<file path="src/rtl/idx_rd_ctrl.sv">
// -----------------------------------------------------------------------------
// idx_rd_ctrl -- read-side sequencer for the PE index buffer.
//
// Replays index RAM entries 0..idx_cnt, (trip_cnt+1) times, after a start
// pulse. Each byte read from the RAM is unpacked into {y[7:4], x[3:0]}, tagged
// with a padding flag and last-entry / last-pass markers, and delivered over a
// valid/ready stream through a 2-entry output FIFO. Reads are issued under
// credit control so the FIFO can never overflow.
//
// Optional feature (compile-time macro IDX_RD_PERF_EN):
//   adds output stall_cnt[15:0], a saturating count of cycles with
//   out_valid=1 and out_ready=0; cleared on reset and on an accepted start.
//
// Ports:
//   clk            clock, rising edge
//   rst            asynchronous active-low reset
//   start          one-cycle pulse, latches idx_cnt/trip_cnt/pad_code (IDLE only)
//   done           one-cycle pulse the cycle after the final beat handshakes
//   busy           high from the cycle after an accepted start until done
//   idx_cnt        number of entries minus 1
//   trip_cnt       number of passes minus 1
//   pad_code       bit0 left, bit1 right, bit2 top, bit3 bottom
//   idx_rd_en      index RAM read enable
//   idx_rd_addr    index RAM read address
//   idx_rd_data    RAM data, valid the cycle after idx_rd_en
//   out_valid/out_ready   output stream handshake
//   out_x, out_y   unpacked coordinates
//   out_pad        coordinate lies on an enabled padded edge
//   out_last_idx   beat is entry idx_cnt of its pass
//   out_last_trip  beat belongs to the final pass
// -----------------------------------------------------------------------------
module idx_rd_ctrl #(
    parameter  int IDX_DEPTH = 256,
    localparam int ADDR_W    = $clog2(IDX_DEPTH)
) (
    input  logic              clk,
    input  logic              rst,
    input  logic              start,
    output logic              done,
    output logic              busy,
    input  logic [7:0]        idx_cnt,
    input  logic [7:0]        trip_cnt,
    input  logic [3:0]        pad_code,
    output logic              idx_rd_en,
    output logic [ADDR_W-1:0] idx_rd_addr,
    input  logic [7:0]        idx_rd_data,
    output logic              out_valid,
    input  logic              out_ready,
    output logic [3:0]        out_x,
    output logic [3:0]        out_y,
    output logic              out_pad,
    output logic              out_last_idx,
    output logic              out_last_trip
`ifdef IDX_RD_PERF_EN
    ,
    output logic [15:0]       stall_cnt
`endif
);

    typedef enum logic [1:0] {
        S_IDLE  = 2'd0,
        S_RUN   = 2'd1,
        S_DRAIN = 2'd2
    } state_t;

    typedef struct packed {
        logic [3:0] x;
        logic [3:0] y;
        logic       pad;
        logic       last_idx;
        logic       last_trip;
    } beat_t;

    state_t     state_q, state_d;
    logic [7:0] idx_cnt_q, idx_cnt_d;
    logic [7:0] trip_cnt_q, trip_cnt_d;
    logic [3:0] pad_code_q, pad_code_d;
    logic [7:0] addr_cnt_q, addr_cnt_d;
    logic [7:0] trip_ctr_q, trip_ctr_d;

    // One read may be in flight; its last flags are tagged at issue time and
    // travel alongside until the data is captured into the FIFO.
    logic       inf_vld_q, inf_vld_d;
    logic       inf_li_q, inf_li_d;
    logic       inf_lt_q, inf_lt_d;

    beat_t      fifo_q [2];
    beat_t      fifo_d [2];
    logic       wr_ptr_q, wr_ptr_d;
    logic       rd_ptr_q, rd_ptr_d;
    logic [1:0] count_q, count_d;

    logic       done_q, done_d;

    beat_t      head;
    logic       fifo_vld;
    logic       pop;
    logic       push;
    logic       credit_ok;
    logic       issue;
    logic [2:0] credit_use;
    logic [3:0] cap_x;
    logic [3:0] cap_y;
    logic       cap_pad;

    assign head     = fifo_q[rd_ptr_q];
    assign fifo_vld = (count_q != 2'd0);
    assign pop      = fifo_vld & out_ready;
    assign push     = inf_vld_q;

    // Slots already committed (stored + in flight), minus the one leaving now.
    // pop implies count_q >= 1, so this never underflows.
    assign credit_use = {1'b0, count_q} + {2'b00, inf_vld_q} - {2'b00, pop};
    assign credit_ok  = (credit_use < 3'd2);
    assign issue      = (state_q == S_RUN) & credit_ok;

    assign cap_x   = idx_rd_data[3:0];
    assign cap_y   = idx_rd_data[7:4];
    assign cap_pad = (pad_code_q[0] & (cap_x == 4'd0))  |
                     (pad_code_q[1] & (cap_x == 4'd15)) |
                     (pad_code_q[2] & (cap_y == 4'd0))  |
                     (pad_code_q[3] & (cap_y == 4'd15));

    // Sequencer, in-flight tracking and FIFO next-state.
    always_comb begin
        state_d    = state_q;
        idx_cnt_d  = idx_cnt_q;
        trip_cnt_d = trip_cnt_q;
        pad_code_d = pad_code_q;
        addr_cnt_d = addr_cnt_q;
        trip_ctr_d = trip_ctr_q;
        done_d     = 1'b0;
        fifo_d     = fifo_q;
        wr_ptr_d   = wr_ptr_q;
        rd_ptr_d   = rd_ptr_q;

        inf_vld_d  = issue;
        inf_li_d   = issue & (addr_cnt_q == idx_cnt_q);
        inf_lt_d   = issue & (trip_ctr_q == trip_cnt_q);

        if (push) begin
            fifo_d[wr_ptr_q] = '{x: cap_x, y: cap_y, pad: cap_pad,
                                 last_idx: inf_li_q, last_trip: inf_lt_q};
            wr_ptr_d = ~wr_ptr_q;
        end
        if (pop) begin
            rd_ptr_d = ~rd_ptr_q;
        end
        count_d = count_q + {1'b0, push} - {1'b0, pop};

        case (state_q)
            S_IDLE: begin
                if (start) begin
                    idx_cnt_d  = idx_cnt;
                    trip_cnt_d = trip_cnt;
                    pad_code_d = pad_code;
                    addr_cnt_d = 8'd0;
                    trip_ctr_d = 8'd0;
                    state_d    = S_RUN;
                end
            end
            S_RUN: begin
                if (issue) begin
                    if (addr_cnt_q == idx_cnt_q) begin
                        if (trip_ctr_q == trip_cnt_q) begin
                            state_d = S_DRAIN;
                        end else begin
                            addr_cnt_d = 8'd0;
                            trip_ctr_d = trip_ctr_q + 8'd1;
                        end
                    end else begin
                        addr_cnt_d = addr_cnt_q + 8'd1;
                    end
                end
            end
            S_DRAIN: begin
                // The final beat is the only one carrying both last flags;
                // once it leaves, nothing else can be stored or in flight.
                if (pop && head.last_idx && head.last_trip &&
                    (count_d == 2'd0) && !inf_vld_q) begin
                    done_d  = 1'b1;
                    state_d = S_IDLE;
                end
            end
            default: state_d = S_IDLE;
        endcase
    end

    always_ff @(posedge clk or negedge rst) begin
        if (!rst) begin
            state_q    <= S_IDLE;
            idx_cnt_q  <= '0;
            trip_cnt_q <= '0;
            pad_code_q <= '0;
            addr_cnt_q <= '0;
            trip_ctr_q <= '0;
            inf_vld_q  <= 1'b0;
            inf_li_q   <= 1'b0;
            inf_lt_q   <= 1'b0;
            wr_ptr_q   <= 1'b0;
            rd_ptr_q   <= 1'b0;
            count_q    <= '0;
            done_q     <= 1'b0;
            for (int i = 0; i < 2; i++) begin
                fifo_q[i] <= '0;
            end
        end else begin
            state_q    <= state_d;
            idx_cnt_q  <= idx_cnt_d;
            trip_cnt_q <= trip_cnt_d;
            pad_code_q <= pad_code_d;
            addr_cnt_q <= addr_cnt_d;
            trip_ctr_q <= trip_ctr_d;
            inf_vld_q  <= inf_vld_d;
            inf_li_q   <= inf_li_d;
            inf_lt_q   <= inf_lt_d;
            wr_ptr_q   <= wr_ptr_d;
            rd_ptr_q   <= rd_ptr_d;
            count_q    <= count_d;
            done_q     <= done_d;
            for (int i = 0; i < 2; i++) begin
                fifo_q[i] <= fifo_d[i];
            end
        end
    end

    // Address wraps modulo the RAM depth.
    assign idx_rd_en   = issue;
    assign idx_rd_addr = issue ? ADDR_W'(addr_cnt_q) : '0;

    assign done = done_q;
    assign busy = (state_q != S_IDLE);

    // Fields are forced to zero when no beat is presented.
    assign out_valid     = fifo_vld;
    assign out_x         = fifo_vld ? head.x         : 4'd0;
    assign out_y         = fifo_vld ? head.y         : 4'd0;
    assign out_pad       = fifo_vld & head.pad;
    assign out_last_idx  = fifo_vld & head.last_idx;
    assign out_last_trip = fifo_vld & head.last_trip;

`ifdef IDX_RD_PERF_EN
    logic [15:0] stall_cnt_q, stall_cnt_d;

    always_comb begin
        stall_cnt_d = stall_cnt_q;
        if ((state_q == S_IDLE) && start) begin
            stall_cnt_d = 16'd0;
        end else if (fifo_vld && !out_ready && (stall_cnt_q != 16'hFFFF)) begin
            stall_cnt_d = stall_cnt_q + 16'd1;
        end
    end

    always_ff @(posedge clk or negedge rst) begin
        if (!rst) begin
            stall_cnt_q <= '0;
        end else begin
            stall_cnt_q <= stall_cnt_d;
        end
    end

    assign stall_cnt = stall_cnt_q;
`endif

endmodule

</file>
<file path="config.mk">
export PLATFORM = sky130hd
export DESIGN_NAME = idx_rd_ctrl
export DESIGN_NICKNAME = d
export VERILOG_FILES = /design/src/rtl/idx_rd_ctrl.sv
export SDC_FILE = /design/constraint.sdc
export NUM_CORES = 1
export LEC_CHECK = 0
export BUFFER_PORTS_ARGS = -buffer_cell sky130_fd_sc_hd__buf_2
export CORE_UTILIZATION = 43
export CTS_CLUSTER_SIZE = 8
export DETAILED_ROUTE_END_ITERATION = 7
export SKIP_CTS_REPAIR_TIMING = 1
export SLEW_MARGIN = 5
export SYNTH_ARGS = -nofsm -noshare
export SYNTH_HDL_FRONTEND = slang
export SYNTH_SLANG_ARGS = --single-unit
</file>
<file path="constraint.sdc">
create_clock -name clk -period 6.3 [get_ports clk]
set_input_delay 0.63 -clock clk [delete_from_list [all_inputs] [get_ports clk]]
set_output_delay 0.63 -clock clk [all_outputs]
set_load 0.01 [all_outputs]
</file>
==> impl_summary.log <==
[metrics] clk_lat worst skew: 0.35 ns
[metrics] final count of hold timing violations: 0
[metrics] ratio of cells with drive above 1 in the final layout: approximately a quarter
[metrics] Arrival @ worst endpoint: about 3 ns
[metrics] Die Width: 91.7 microns
[metrics] total power after layout: 1.76 mW
[metrics] clock root buffer master: sky130_fd_sc_hd__clkbuf_8
[metrics] routed vias: 2679
[metrics] period utilisation layout: a little under three fifths
[metrics] sum of overflow across all layers after global routing: 0
[metrics] number of primary I/O pins: 55
[metrics] Critical Path Sink Type: output port
[metrics] WS Path Type: reg2out
[metrics] placeable core region: around 8000 sq um
[metrics] H-tree lvl count: 3
[metrics] share of synthesized area occupied by flip-flops and latches: between 40% and 50%
[metrics] number of antenna violations at the first check in global routing: 0
[metrics] largest incremental delay on the critical path: 0.43 ns
[metrics] worst clock skew on the final layout: around 0.009 ns
[metrics] required time at the worst-slack endpoint: about 5.7 ns
[metrics] die footprint: between 8000 and 9000 sq um
[metrics] vias per cell: roughly 5.3
[metrics] remaining antenna violation count after routing: 0
[metrics] slowest cell on the critical path: sky130_fd_sc_hd__dfrtp_1
[metrics] Pre-antenna DRT Iters: 5
[metrics] area share of the largest cell type after synthesis: 49.2%
[metrics] Hold/Removal Path Class: in2async
[metrics] final setup vio count: 0
[metrics] commonest register cell after synthesis: sky130_fd_sc_hd__dfrtp_1
[metrics] wire length of the first global-routing pass: around 13 mm
[metrics] Synth Register Bits: 68
[metrics] initial standard-cell utilization of the core: about 45%
[metrics] total routed wirelength: around 7.5 mm
[metrics] worst-case vdd ir drop: 0.222 mV
[metrics] Post-Place Cell Area: 3790 sq um
[metrics] total nets after synthesis: 380
[metrics] power density normalized to cell area: about 440 nW/um^2
[metrics] number of warning messages in the yosys log: 0
[metrics] global-route total usage across every layer: between 10% and 20%
[metrics] Mapped Area: around 3500 sq um
[metrics] most common library cell in the layout ignoring fill and taps: sky130_fd_sc_hd__nand2_1
[metrics] Site Rows: 32
[metrics] measured slew at the worst slew-check pin: about 1.0 ns
[metrics] cell area after layout: about 4000 sq um
[metrics] critical path cell sequence: nand2_1 > mux2i_1 > ha_1 > inv_1 > fa_1 > xnor2_1 > and2_1 > nand2_1 > inv_1 > and2_1 > buf_2
[metrics] minimum setup slack after placement: 2.81 ns
[metrics] highest attainable clock frequency: 282 MHz
[metrics] average wire per standard cell: 14.8 microns
[metrics] clock transition at the registers of the reported paths: approximately 0.070 ns
[metrics] CTS tree: yes
[metrics] area overhead of the layout relative to synthesis: 15.2%
[metrics] Port Buffer Count: 54
[metrics] post-synthesis cell count: around 340
[metrics] filler cell count: 762
[metrics] unrepaired setup endpoints after global routing: no
[metrics] Post-synth EDFFs: 0
[metrics] Final Critical Period: ~3.6 ns
[metrics] pin count of the biggest net entering global routing: just under 70
[metrics] Final Net Count: 431
[metrics] Static Leak: a little under 2 nW
[metrics] Worst Hold Slack: 0.467 ns
[metrics] status: complete, no violations
[metrics] setup_tns: 0 ns
[metrics] startpoint type of the worst setup path: flip-flop
[metrics] height of the chip: 91.7 microns
[metrics] largest buffer count on any clock path: 2
[metrics] cell types occupying the most area after synthesis: sky130_fd_sc_hd__dfrtp_1 49%, sky130_fd_sc_hd__nand2_1 8.7%, sky130_fd_sc_hd__mux2_2 7.5%, sky130_fd_sc_hd__xor2_1 4.3%, sky130_fd_sc_hd__mux2i_1 3.5%
[metrics] gp weighted congestion: roughly 0.8
[metrics] final number of max-transition violations: 0
[metrics] number of different library cells in the post-synthesis netlist: between 40 and 50
[metrics] post-synthesis async set-or-reset flop share: between 90% and 100%
[metrics] clk sink count: between 60 and 70
[metrics] remaining routing DRC violations: 0
[metrics] cts bufs inserted: 9
[metrics] max cap viols: 0
[metrics] number of global-route vias before repair: about 2700
[metrics] final HPWL from detailed placement: about 5 mm
[metrics] commonest non-fill, non-tap cells in the layout: 80 x sky130_fd_sc_hd__nand2_1, 68 x sky130_fd_sc_hd__dfrtp_1, 54 x sky130_fd_sc_hd__buf_2
[metrics] mean instance size in the synthesized netlist: around 10 sq um
[metrics] antenna diode instance count: 0
[metrics] slew margin rel.: 30.4%
[metrics] minimum setup slack in the final design: ~2.7 ns
[metrics] maximum net fanout on the critical path: 11
[metrics] initial DRC count: 195
[metrics] Yosys top cell by area: sky130_fd_sc_hd__dfrtp_1
## flip-flops by register name, summed over array words and instances (netlist names)
signal,cells
trip_ctr_q,8
addr_cnt_q,8
pad_code_q,4
count_q,2
wr_ptr_q,1
rd_ptr_q,1
inf_li_q,1
inf_lt_q,1
trip_cnt_q,8
done,1
fifo_q,22
idx_cnt_q,8
state_q,2
inf_vld_q,1
## cells by family after synthesis
kind of cell / count (synthesis) / share of synthesized area [%]
and+or+nand+nor: 158 / 22.8
DFF: 68 / 49.2
AOI/OAI and AO/OA: 35 / 7.38
muxes: 35 / 11.0
buffers and inverters: 25 / 3.18
xor gates and xnor gates: 19 / 4.81
adders and majority gates: 4 / 1.66
## where the power goes
part           switching (mW)  internal, mW  leakage [nW]  total [mW]
registers               0.125         0.574         0.835       0.698
logic                   0.400         0.309          1.03       0.709
clock network           0.173         0.183        0.0927       0.356
## worst max-delay path, delay by kind of cell, from the launching register on
family / cells / cell delay (ns)
adders and majority gates: 2 / 0.53
DFF: 1 / 0.43
and+or+nand+nor: 4 / 0.83
xor gates and xnor gates: 1 / 0.17
muxes: 1 / 0.14
buffers and inverters: 3 / 0.47
## synthesized netlist by cell type, types with 2 or more instances
cell                        n
sky130_fd_sc_hd__nand3_1    9
sky130_fd_sc_hd__nand4_1    2
sky130_fd_sc_hd__a21oi_1    8
sky130_fd_sc_hd__dfrtp_1   68
sky130_fd_sc_hd__buf_1      2
sky130_fd_sc_hd__o21ai_1    4
sky130_fd_sc_hd__nor4_4     2
sky130_fd_sc_hd__and4_1     2
sky130_fd_sc_hd__mux2_2    23
sky130_fd_sc_hd__mux2i_1   12
sky130_fd_sc_hd__nand3b_1   5
sky130_fd_sc_hd__inv_1     10
sky130_fd_sc_hd__a221o_1    4
sky130_fd_sc_hd__and2_1     6
sky130_fd_sc_hd__nor4_1     7
sky130_fd_sc_hd__clkbuf_1   7
sky130_fd_sc_hd__xor2_1    17
sky130_fd_sc_hd__nor2_1    25
sky130_fd_sc_hd__nor3b_1    3
sky130_fd_sc_hd__ha_1       3
sky130_fd_sc_hd__nor2b_1    3
sky130_fd_sc_hd__and3_1     7
sky130_fd_sc_hd__o21ai_0    3
sky130_fd_sc_hd__xnor2_1    2
sky130_fd_sc_hd__nand2_1   80
sky130_fd_sc_hd__a31oi_1    3
sky130_fd_sc_hd__buf_2      4
sky130_fd_sc_hd__o211ai_1   3
## metrics by stage
step / utilization [%] / instances
after CTS: 51.3 / 502
after global routing: 51.3 / 502
after floorplan: - / 344
after detailed placement: 48.8 / 486
final: 51.3 / 502
after global placement: 48.8 / 486
## worst paths after layout
check | depth (start not counted) | startpoint | slack (ns) | end
worst max register to register | 10 | count_q[1] | 3.61 | addr_cnt_q[6]
worst min register to register | 2 | pad_code_q[1] | 0.48 | pad_code_q[1]
min in group clk | 3 | trip_cnt[2] | 0.47 | trip_cnt_q[2]
max in group asynchronous | 2 | rst | 5.24 | rd_ptr_q
worst max-delay path | 11 | count_q[1] | 2.75 | idx_rd_addr[4]
worst min-delay path | 2 | rst | 0.47 | done
## cell type report
cell class	instances	area, sq um	share of cell area [%]
inverters	10	37.5	0.943
flip-flops and latches	68	1700	42.7
multi-input cells	251	1650	41.3
well taps	102	128	3.20
clock buffers	10	128	3.20
clock inverters	6	63.8	1.60
repair buffers	55	278	6.97
## layer usage
layer | GRT usage (%) | up-vias | wire length [microns]
met3 | 3.81 | 9 | 310
met5 | 0 | - | 0
met2 | 30.8 | 66 | 3410
met1 | 27.6 | 1322 | 3610
li1 | - | 1282 | -
met4 | 7.94 | 0 | 128
Note: power is estimated with default switching activity, not from simulation.
